## src/rtl/selector_ajuste_rep.sv

```systemverilog
// Routes the hour/minute adjust buttons to one of N_CANALES targets, with debounce,
// hold-to-repeat and a mode button that cycles the selected target.

module selector_ajuste_rep_deb #(
    parameter int CNT_W      = 20,
    parameter int DEB_CICLOS = 50000
) (
    input  logic clk_i,
    input  logic rst_n_i,
    input  logic raw_i,
    output logic estado_o
);
    localparam logic [CNT_W-1:0] DEB_TC = CNT_W'(DEB_CICLOS - 1);

    logic             sync1_q, sync2_q;
    logic             est_q, est_d;
    logic [CNT_W-1:0] cnt_q, cnt_d;

    always_comb begin
        est_d = est_q;
        cnt_d = '0;
        if (sync2_q != est_q) begin
            if (cnt_q == DEB_TC) begin
                est_d = sync2_q;
            end else begin
                cnt_d = cnt_q + 1'b1;
            end
        end
    end

    always_ff @(posedge clk_i or negedge rst_n_i) begin
        if (!rst_n_i) begin
            sync1_q <= 1'b0;
            sync2_q <= 1'b0;
            est_q   <= 1'b0;
            cnt_q   <= '0;
        end else begin
            sync1_q <= raw_i;
            sync2_q <= sync1_q;
            est_q   <= est_d;
            cnt_q   <= cnt_d;
        end
    end

    assign estado_o = est_q;
endmodule

// Hold-to-repeat sequencer for one adjust button.
//   state   | meaning
//   REPOSO  | released, waiting for a press
//   ESPERA  | first pulse sent, counting the initial hold delay
//   REPITE  | auto-repeating every REP_PERIODO cycles
//   BLOQUEO | target changed while held, silent until release
module selector_ajuste_rep_fsm #(
    parameter int CNT_W       = 20,
    parameter int REP_RETARDO = 500000,
    parameter int REP_PERIODO = 100000
) (
    input  logic clk_i,
    input  logic rst_n_i,
    input  logic pulsado_i,
    input  logic flanco_i,
    input  logic cambio_i,
    output logic pulso_o
);
    localparam logic [1:0] REPOSO  = 2'd0;
    localparam logic [1:0] ESPERA  = 2'd1;
    localparam logic [1:0] REPITE  = 2'd2;
    localparam logic [1:0] BLOQUEO = 2'd3;

    localparam bit               REP_ON    = (REP_RETARDO > 0);
    localparam logic [CNT_W-1:0] RET_CARGA = REP_ON ? CNT_W'(REP_RETARDO - 1) : '0;
    localparam logic [CNT_W-1:0] PER_CARGA = CNT_W'(REP_PERIODO - 1);

    logic [1:0]       estado_q, estado_d;
    logic [CNT_W-1:0] cnt_q, cnt_d;

    always_comb begin
        estado_d = estado_q;
        cnt_d    = cnt_q;
        pulso_o  = 1'b0;
        case (estado_q)
            REPOSO: begin
                if (flanco_i) begin
                    pulso_o  = 1'b1;
                    estado_d = ESPERA;
                    cnt_d    = RET_CARGA;
                end
            end
            ESPERA: begin
                if (!pulsado_i) begin
                    estado_d = REPOSO;
                end else if (cambio_i) begin
                    estado_d = BLOQUEO;
                end else if (REP_ON) begin
                    if (cnt_q == '0) begin
                        pulso_o  = 1'b1;
                        estado_d = REPITE;
                        cnt_d    = PER_CARGA;
                    end else begin
                        cnt_d = cnt_q - 1'b1;
                    end
                end
            end
            REPITE: begin
                if (!pulsado_i) begin
                    estado_d = REPOSO;
                end else if (cambio_i) begin
                    estado_d = BLOQUEO;
                end else if (cnt_q == '0) begin
                    pulso_o = 1'b1;
                    cnt_d   = PER_CARGA;
                end else begin
                    cnt_d = cnt_q - 1'b1;
                end
            end
            BLOQUEO: begin
                if (!pulsado_i) begin
                    estado_d = REPOSO;
                end
            end
            default: estado_d = REPOSO;
        endcase
    end

    always_ff @(posedge clk_i or negedge rst_n_i) begin
        if (!rst_n_i) begin
            estado_q <= REPOSO;
            cnt_q    <= '0;
        end else begin
            estado_q <= estado_d;
            cnt_q    <= cnt_d;
        end
    end
endmodule

module selector_ajuste_rep #(
    parameter int N_CANALES   = 2,
    parameter int SEL_W       = 1,
    parameter int CNT_W       = 20,
    parameter int DEB_CICLOS  = 50000,
    parameter int REP_RETARDO = 500000,
    parameter int REP_PERIODO = 100000
) (
    input  logic                 clk,
    input  logic                 rst_n,
    input  logic                 puls_hora,
    input  logic                 puls_minuto,
    input  logic                 puls_modo,
    output logic [N_CANALES-1:0] hora_pulso,
    output logic [N_CANALES-1:0] minuto_pulso,
    output logic [SEL_W-1:0]     canal_sel
);
    localparam logic [SEL_W-1:0] SEL_MAX = SEL_W'(N_CANALES - 1);

    // bit 0 = hour, bit 1 = minute, bit 2 = mode
    logic [2:0] raw, est, est_prev_q, flanco;

    logic                 pulso_h, pulso_m, cambio;
    logic [SEL_W-1:0]     canal_sel_q, canal_sel_d, sel_prev_q;
    logic [N_CANALES-1:0] hora_q, hora_d, minuto_q, minuto_d;

    assign raw = {puls_modo, puls_minuto, puls_hora};

    selector_ajuste_rep_deb #(.CNT_W(CNT_W), .DEB_CICLOS(DEB_CICLOS)) u_deb_hora (
        .clk_i(clk), .rst_n_i(rst_n), .raw_i(raw[0]), .estado_o(est[0])
    );
    selector_ajuste_rep_deb #(.CNT_W(CNT_W), .DEB_CICLOS(DEB_CICLOS)) u_deb_minuto (
        .clk_i(clk), .rst_n_i(rst_n), .raw_i(raw[1]), .estado_o(est[1])
    );
    selector_ajuste_rep_deb #(.CNT_W(CNT_W), .DEB_CICLOS(DEB_CICLOS)) u_deb_modo (
        .clk_i(clk), .rst_n_i(rst_n), .raw_i(raw[2]), .estado_o(est[2])
    );

    assign flanco = est & ~est_prev_q;
    // Held buttons are blocked the cycle after canal_sel moves, so a pulse
    // coinciding with the mode press still lands on the old target.
    assign cambio = (canal_sel_q != sel_prev_q);

    selector_ajuste_rep_fsm #(
        .CNT_W(CNT_W), .REP_RETARDO(REP_RETARDO), .REP_PERIODO(REP_PERIODO)
    ) u_rep_hora (
        .clk_i(clk), .rst_n_i(rst_n), .pulsado_i(est[0]), .flanco_i(flanco[0]),
        .cambio_i(cambio), .pulso_o(pulso_h)
    );
    selector_ajuste_rep_fsm #(
        .CNT_W(CNT_W), .REP_RETARDO(REP_RETARDO), .REP_PERIODO(REP_PERIODO)
    ) u_rep_minuto (
        .clk_i(clk), .rst_n_i(rst_n), .pulsado_i(est[1]), .flanco_i(flanco[1]),
        .cambio_i(cambio), .pulso_o(pulso_m)
    );

    always_comb begin
        canal_sel_d = canal_sel_q;
        if (flanco[2]) begin
            if (canal_sel_q >= SEL_MAX) begin
                canal_sel_d = '0;
            end else begin
                canal_sel_d = canal_sel_q + 1'b1;
            end
        end
    end

    always_comb begin
        hora_d   = '0;
        minuto_d = '0;
        for (int i = 0; i < N_CANALES; i++) begin
            hora_d[i]   = pulso_h & (canal_sel_q == SEL_W'(i));
            minuto_d[i] = pulso_m & (canal_sel_q == SEL_W'(i));
        end
    end

    always_ff @(posedge clk or negedge rst_n) begin
        if (!rst_n) begin
            est_prev_q  <= '0;
            canal_sel_q <= '0;
            sel_prev_q  <= '0;
            hora_q      <= '0;
            minuto_q    <= '0;
        end else begin
            est_prev_q  <= est;
            canal_sel_q <= canal_sel_d;
            sel_prev_q  <= canal_sel_q;
            hora_q      <= hora_d;
            minuto_q    <= minuto_d;
        end
    end

    assign hora_pulso   = hora_q;
    assign minuto_pulso = minuto_q;
    assign canal_sel    = canal_sel_q;
endmodule

```

## config.mk

```make
export PLATFORM = sky130hd
export DESIGN_NAME = selector_ajuste_rep
export DESIGN_NICKNAME = d
export VERILOG_FILES = /design/src/rtl/selector_ajuste_rep.sv
export SDC_FILE = /design/constraint.sdc
export NUM_CORES = 1
export LEC_CHECK = 0
export CAP_MARGIN = 20
export CORE_MARGIN = 4
export CORE_UTILIZATION = 40
export CTS_CLUSTER_DIAMETER = 40
export DETAILED_ROUTE_END_ITERATION = 8
export PLACE_DENSITY_LB_ADDON = 0.1
export SYNTH_ARGS = -nofsm -noshare
export SYNTH_HDL_FRONTEND = slang
export SYNTH_SLANG_ARGS = --single-unit
```

## constraint.sdc

```tcl
create_clock -name clk -period 2.4 [get_ports clk]
set_input_delay 0.6 -clock clk [delete_from_list [all_inputs] [get_ports clk]]
set_output_delay 0.6 -clock clk [all_outputs]
set_load 0.01 [all_outputs]
```

# --- Word level (Yosys, flattened, before mapping) ---
# Cells that the tools add are included.
classes:
  n_addsub: 6
  muxes: 42
  n_reduce_logical: 15
  eq_ne: 25
  order_cmp: 1
  n_bitwise: 7
op_table:
  columns: ["operator", "n"]
  rows:
  - ["two-way mux 20 bit", 14]
  - ["case mux 20 bit (2 select lines)", 2]
  - ["adder 20 x 1 -> 20 bit (second input constant)", 3]
  - ["== test 20 x 16 -> 1 bit (second input constant)", 3]
  - ["zero test 20 bit", 2]
  - ["subtractor 20 x 1 -> 20 bit (second input constant)", 2]
  - ["two-way mux 2 bit", 13]
  - ["case mux 2 bit (4 select lines)", 2]
  - ["AND reduction 4 bit", 4]
  - ["!= test 2 bit (second input constant)", 6]
  - ["two-way mux 1 bit", 9]
  - ["== test 2 bit (second input constant)", 4]
  - ["!= test 4 x 3 -> 1 bit (second input constant)", 2]
  - ["!= test 3 bit (second input constant)", 2]
  - ["AND reduction 2 bit", 3]
  - ["bitwise AND 1 bit", 4]
  - ["== test 2 x 1 -> 1 bit (second input constant)", 2]
  - ["zero test 2 bit", 2]
  - ["!= test 1 bit", 4]
  - ["!= test 2 x 1 -> 1 bit (second input constant)", 2]
  - ["case mux 1 bit (2 select lines)", 2]
  - ["nonzero test 2 bit", 2]
  - ["OR reduction 2 bit", 2]
  - ["bitwise AND 3 bit", 1]
  - ["other kinds (4)", 4]
totals:
  ff_bits: 122
  out_inout_bits: 5

# --- Depth between registers and ports, before layout ---
# Gate-level depths: netlist of run 1.
logic_depth:
  depth_word: 6
  ltp_mapped: 9

# --- By module ---
# A second synthesis of run 1 with hierarchy kept.
hier_totals:
  hier_cells: 666
  hier_area_um2: 6595.1
modules_own_cells:
  columns: ["mod", "area_each_um2", "n_inst", "cells_each"]
  rows:
  - ["selector_ajuste_rep_deb (u_deb_hora ...)", 1121.1, 2, 112]
  - ["selector_ajuste_rep_fsm (u_rep_hora)", 1482.7, 1, 152]
  - ["selector_ajuste_rep_fsm (u_rep_minuto)", 1426.4, 1, 157]
  - ["selector_ajuste_rep_deb (u_deb_minuto)", 1149.9, 1, 115]
  - ["selector_ajuste_rep", 294.0, 1, 18]

# --- Worst setup path before layout of run 1 ---
# Ideal clock, no wire load.
synth_path:
  path_type: "flip-flop to flip-flop"
  start: "register u_rep_hora.cnt_q[8]"
  end: "register u_rep_hora.cnt_q[14]"
  stages_incl_launch_ff: 9
  setup_time_ps: 120
  slack_ps: 82
  t_arrival_ps: 2198
  path_cell_list: "dfrtp_1 or3_1 buf_6 or4_1 buf_2 o21ai_1 buf_2 a21oi_1 a31o_2"
synth_via:
  elab_chain_cells: 5
synth_lines:
  columns: ["item", "line_no", "rtl"]
  rows:
  - ["start, declared", "76", "logic [CNT_W-1:0] cnt_q, cnt_d;"]
  - ["start signal, assigned", "132", "cnt_q <= cnt_d;"]
  - ["subtractor 20 x 1 -> 20 bit or zero test 20 bit (tied branches)", null, null]
  - ["two-way mux 20 bit (*)", "96, 110", null]
  - ["two-way mux 20 bit (*)", "108", "end else if (cambio_i) begin"]
  - ["two-way mux 20 bit (*)", "91", "if (!pulsado_i) begin"]
  - ["case mux 20 bit (2 select lines) (*)", "82", "case (estado_q)"]
# Every way passes the cells marked *; elsewhere a longest branch is shown, timed or not. The select of a mux whose other input is x is not followed.
# A chain may end at the register's enable or synchronous reset.

# --- Worst setup path in the final report of run 1 ---
layout_path:
  start: "register u_rep_hora.cnt_q[12]"
  end: "register u_rep_hora.cnt_q[17]"
# The elaborated chain is that of the path after synthesis.

==> impl_metrics.env, run 1 <==
export IMPL_fin_setup_tns_ps=0
export IMPL_max_cap_violations=0
export IMPL_tightest_slew_ps=723
export IMPL_critPathRequiredTime_ps=2730
export IMPL_core_area_um2=15800
export IMPL_post_cts_setup_buffers=0
export IMPL_antenna_found_initial=0
export IMPL_setup_slack_ps=152
export IMPL_synthMostInstantiatedCell="dfrtp_1"
export IMPL_die_width_um=135
export IMPL_nNetsFinal=753
export IMPL_slew_viol_final=0
export IMPL_gp_congestion=0.816
export IMPL_crit_type="reg -> reg"
export IMPL_synthesis_nets=715
export IMPL_firstDrtPassIters=5
export IMPL_ys_seq_area_frac=0.475
export IMPL_crit_path_end_kind="flip-flop"
export IMPL_syn_area_per_cell_um2=9.30
export IMPL_cts_root_buf="clkbuf_16"
export IMPL_cts_resized=0
export IMPL_power_leakage_nw=3.36
export IMPL_grt_pass1_vias=5106
export IMPL_synth_cells=691
export IMPL_cpPeakStageDelay_ps=530
export IMPL_dpl_worst_slack_ps=77.0
export IMPL_critPathBufInv=0
export IMPL_postCtsHoldBufs=0
export IMPL_track_usage=0.166
export IMPL_synth_top_cell_area_share=0.475
export IMPL_finClkSkew_ps=7.66
export IMPL_setup_viol=0
export IMPL_critPathArrivalTime_ps=2580
export IMPL_fmax_mhz=445
export IMPL_vias=5175
export IMPL_cp_cell_sequence="or3_1, or4_4, or4_4, o31a_1, o22ai_1"
export IMPL_n_antenna_cell=0
export IMPL_cp_start_kind="flip-flop"
export IMPL_path_clk_slew_ps=60
export IMPL_rsz0062_at_grt="no"
export IMPL_ios=10
export IMPL_yosysUniqueCellTypes=61
export IMPL_dieArea_um2=18200
export IMPL_clk_insertion_delay_late_ps=410
export IMPL_relSlewSlack=0.514
export IMPL_yosys_top_cells_count="122 x dfrtp_1, 108 x nor2_1, 39 x nand2_1, 39 x xnor2_1, 36 x nor3_1"
export IMPL_hold_violations=0
export IMPL_synth_top_area_cell="dfrtp_1"
export IMPL_fin_crit_sh=0.937
export IMPL_drt_wirelength_per_cell_um=14.8
export IMPL_grt_max_degree=49
export IMPL_numClockSinks=122
export IMPL_reg2reg_slack_ps=150
export IMPL_hp_class="in -> async"
export IMPL_initial_utilization=0.406
export IMPL_avgViaCountPerCell=5.41
export IMPL_finalNonFillerCells=957
export IMPL_hpwl_mm=9.86
export IMPL_num_rows=46
export IMPL_route_detailed_drc=0
export IMPL_final_antenna_net_count=0
export IMPL_wirelength_mm=14.2
export IMPL_yosysWarnings=0
export IMPL_cts_tree="done"
export IMPL_drive_gt1_frac=0.117
export IMPL_dp_cells=926
export IMPL_period_minus_slack_ps=2250
export IMPL_drt_initial_drc_count=358
export IMPL_power_density_nw_per_um2=635
export IMPL_crit_top_cell="or4_4"
export IMPL_fill_cells=1487
export IMPL_syn_cell_area_um2=6430
export IMPL_cts_max_path_buffers=2
export IMPL_synthTopCellsByArea="dfrtp_1 48%, nor2_1 6.3%, xnor2_1 5.3%"
export IMPL_status="finished, final reports clean"
export IMPL_slowest_stage="or4_4"
export IMPL_path_max_fanout=5
export IMPL_die_h_um=135
export IMPL_grt_ovfl_total=0
export IMPL_async_flop_share=1.00
export IMPL_cp_top_family="simple AND/OR/NAND/NOR gates"
export IMPL_ys_ff_latch=122
export IMPL_ys_flop_type="dfrtp_1"
export IMPL_port_buffers=9
export IMPL_finalInstanceArea_um2=7580
export IMPL_grt_pass1_wl_mm=24.7
export IMPL_ir_worst_vdd_uv=498
export IMPL_synth_edf_count=0
export IMPL_htreeDepth=4
export IMPL_syn2layout_area_growth_pct=17.9
export IMPL_final_core_util=0.479
export IMPL_numCtsBuffers=17
export IMPL_placed_cell_area_um2=6960
-- routing by layer --
layer,vias to the layer above,global-route usage,share of wire
li1,2524,-,-
met1,2525,0.227,0.49
met2,110,0.262,0.47
met3,16,0.0376,0.037
met4,0,0.0537,0.012
met5,-,0,0
-- final cells by class --
cell class / count / area [um^2] / share of cell area
multi-input combinational: 512 / 3150 / 0.416
sequential: 122 / 3050 / 0.403
clock buffer: 20 / 467 / 0.0616
timing repair buffer: 46 / 378 / 0.0499
tap: 216 / 270 / 0.0357
clock inverter: 11 / 145 / 0.0192
inverter: 30 / 113 / 0.0149
-- registers in the layout, summed over array words and instances (netlist names), 2 cells and up --
signal                 flops
u_deb_hora.cnt_q          20
u_deb_minuto.cnt_q        20
u_deb_modo.cnt_q          20
u_rep_hora.cnt_q          20
u_rep_minuto.cnt_q        20
est_prev_q                 3
hora_pulso                 2
minuto_pulso               2
u_rep_hora.estado_q        2
u_rep_minuto.estado_q      2
-- worst reg2reg max path, cell delays in order, from the launching register on --
cell and delay, ps:
dfrtp_1 390, or3_1 390, or4_4 530, or4_4 500, o31a_1 250, o22ai_1 120
-- power by group --
| part | switching [W] | total (W) | internal [W] |
|---|---|---|---|
| logic | 0.0000676 | 0.0000950 | 0.0000274 |
| clock network | 0.000922 | 0.00263 | 0.00171 |
| registers | 0.0000129 | 0.00209 | 0.00208 |
| total | 0.00100 | 0.00481 | 0.00381 |
-- layout by cell type, fill, tap and decap left out, types with 5 or more instances in the layout --
cell type        netlist  final
buf_4                  1     37
and2_1                 6      6
nand2b_1               5      5
nor3b_1                5      5
clkdlybuf4s50_1        0      8
xnor2_1               39     39
dfrtp_1              122    122
or4_1                  6      5
a31oi_1                8      8
inv_1                 30     30
clkbuf_16              0     17
o21ai_0               22     22
nand3_1               27     27
xor2_1                21     21
ha_1                  19     19
a211oi_1               6      6
and3_1                16     16
o22ai_1                5      5
o31ai_1               11     11
nor2_1               108    108
nand2_1               39     39
a21oi_1               27     27
nand4_1               20     20
or3_1                  7      7
nor4_1                16     16
nor3_1                36     36
-- cells by family (layout without fill, tap and decap cells) --
| group | count (synthesis) | count (layout) | synth area share |
|---|---|---|---|
| xor+xnor | 60 | 60 | 0.0818 |
| compound gates | 117 | 117 | 0.121 |
| buf+inv | 57 | 107 | 0.0360 |
| simple gates | 311 | 311 | 0.241 |
| flops | 122 | 122 | 0.475 |
| fa+ha+maj | 19 | 19 | 0.0370 |
| mux | 5 | 5 | 0.00837 |
-- stage by stage --
| step | total power [W] | hold WS [ps] |
|---|---|---|
| after detailed placement | 0.00222 | 346 |
| after global placement | 0.00222 | 333 |
| after global routing | 0.00499 | 265 |
| after floorplan | 0.00216 | 304 |
| after CTS | 0.00488 | 231 |
| final | 0.00481 | 214 |
-- worst paths after layout --
check / from / end / cells after the start
min in group clk: u_deb_hora.sync1_q / u_deb_hora.sync2_q / 0
max in group asynchronous: rst_n / u_rep_minuto.cnt_q[10] / 2
worst max register to register: u_rep_hora.cnt_q[12] / u_rep_hora.cnt_q[17] / 5
worst min register to register: u_deb_hora.sync1_q / u_deb_hora.sync2_q / 0
worst min-delay path: rst_n / u_rep_hora.cnt_q[13] / 1
worst max-delay path: u_rep_hora.cnt_q[12] / u_rep_hora.cnt_q[17] / 5
Note: power is estimated with default switching activity, not from simulation.
==> run 2, diff against run 1 <==
SLEW_MARGIN = 10   (was default)
==> results of run 2 <==
Final layout, timing and power as in run 1 (identical DEF).
==> run 3, diff against run 2 <==
PLACE_DENSITY = 0.68   (was default)
PLACE_DENSITY_LB_ADDON = default   (was 0.1)
==> run 3 against run 2 <==
Routed wire length is 6.6% lower. Via count decreased by 1.6%. Design area hardly changed. Worst hold slack got worse by 52 ps. Count of clock-buffer cells in the layout is 2 lower.
==> impl_metrics.env, run 3 (synthesis gave the netlist of run 1 again) <==
export IMPL_grt_ovfl_total=0
export IMPL_initial_utilization=0.406
export IMPL_crit_path_end_kind="flip-flop"
export IMPL_drive_gt1_frac=0.113
export IMPL_drt_wirelength_per_cell_um=13.9
export IMPL_cp_start_kind="flip-flop"
export IMPL_regArea_um2=3050
export IMPL_cts_tree="done"
export IMPL_route_detailed_drc=0
export IMPL_firstDrtPassIters=5
export IMPL_htreeDepth=4
export IMPL_vias=5092
export IMPL_postCtsHoldBufs=0
export IMPL_placed_cell_area_um2=6940
export IMPL_n_antenna_cell=0
export IMPL_clk_insertion_delay_late_ps=420
export IMPL_fin_crit_sh=0.949
export IMPL_numClockSinks=122
export IMPL_ir_worst_vdd_uv=487
export IMPL_crit_type="reg -> reg"
export IMPL_layout_commonest_cell="dfrtp_1"
export IMPL_nNetsFinal=748
export IMPL_period_minus_slack_ps=2280
export IMPL_avgViaCountPerCell=5.34
export IMPL_drt_initial_drc_count=472
export IMPL_finalInstanceArea_um2=7580
export IMPL_port_buffers=9
export IMPL_grt_max_degree=44
export IMPL_cts_max_path_buffers=2
export IMPL_rsz0062_at_grt="no"
export IMPL_path_clk_slew_ps=60
export IMPL_dieArea_um2=18200
export IMPL_final_antenna_net_count=0
export IMPL_fill_cells=1463
export IMPL_grt_pass1_wl_mm=23.1
export IMPL_grt_pass1_vias=4800
export IMPL_syn2layout_area_growth_pct=18.0
export IMPL_core_area_um2=15800
export IMPL_hp_class="in -> async"
export IMPL_die_width_um=135
export IMPL_critPathArrivalTime_ps=2620
export IMPL_status="finished, final reports clean"
export IMPL_finalNonFillerCells=953
export IMPL_post_cts_setup_buffers=0
export IMPL_power_leakage_nw=3.37
export IMPL_wirelength_mm=13.2
export IMPL_fin_setup_tns_ps=0
export IMPL_ios=10
export IMPL_hpwl_mm=8.98
export IMPL_antenna_found_initial=0
export IMPL_setup_viol=0
export IMPL_tightest_slew_ps=551
export IMPL_slew_viol_final=0
export IMPL_critPathRequiredTime_ps=2740
export IMPL_path_max_fanout=6
export IMPL_fmax_mhz=439
export IMPL_hold_violations=0
export IMPL_gp_congestion=0.885
export IMPL_multi_input_area_um2=3150
export IMPL_track_usage=0.156
export IMPL_final_core_util=0.479
export IMPL_dp_cells=921
export IMPL_power_density_nw_per_um2=649
export IMPL_relSlewSlack=0.632
export IMPL_final_cell_mix="122 x dfrtp_1, 108 x nor2_1, 39 x xnor2_1, 39 x nand2_1, 36 x nor3_1"
export IMPL_finClkSkew_ps=5.20
export IMPL_die_h_um=135
export IMPL_max_cap_violations=0
export IMPL_cts_resized=0
export IMPL_numCtsBuffers=17
export IMPL_num_rows=46
export IMPL_cts_root_buf="clkbuf_16"
[run 3: stage by stage]
step                      total power, W  hold WS (ps)  setup slack, ps
final                            0.00492           162              123
after global routing             0.00508           201             27.5
after CTS                        0.00498           172             70.1
after detailed placement         0.00222           335             90.8
after global placement           0.00222           332              109
after floorplan                  0.00216           304             81.7
[run 3: worst max-delay path, stage by stage (launching register included)]
cell,delay [ps]
dfrtp_1,390
or3_1,400
or4_4,530
or4_4,500
o31a_1,250
o22ai_1,120
[run 3: cell type report]
class | instances | area share
Multi-Input combinational cell | 512 | 0.415
Sequential cell | 122 | 0.403
Clock buffer | 18 | 0.0579
Timing Repair Buffer | 41 | 0.0482
Tap cell | 216 | 0.0356
Clock inverter | 14 | 0.0257
Inverter | 30 | 0.0148
[run 3: layer usage]
metal / up-vias / wire length, um / GRT usage
met3: 24 / 481 / 0.0365
met4: 0 / 249 / 0.0645
met1: 2437 / 6550 / 0.220
li1: 2524 / - / -
met5: - / 0 / 0
met2: 107 / 5960 / 0.232
[run 3: final timing paths]
check                                startpoint                      to  cells past startpoint  slack (ps)
max                        u_rep_hora.cnt_q[12]    u_rep_hora.cnt_q[17]                      5         120
min                                       rst_n     u_deb_hora.cnt_q[5]                      1         160
max reg2reg                u_rep_hora.cnt_q[12]    u_rep_hora.cnt_q[17]                      5         120
min reg2reg                u_deb_minuto.sync1_q    u_deb_minuto.sync2_q                      0         350
max in group asynchronous                 rst_n  u_deb_minuto.cnt_q[19]                      2        1620
min in group clk           u_deb_minuto.sync1_q    u_deb_minuto.sync2_q                      0         350
[run 3: report_power, final]
group / total, W / switching [W] / internal [W]
clock network: 0.00274 / 0.000970 / 0.00177
registers: 0.00209 / 0.0000132 / 0.00208
logic: 0.0000932 / 0.0000664 / 0.0000268
total: 0.00492 / 0.00105 / 0.00387
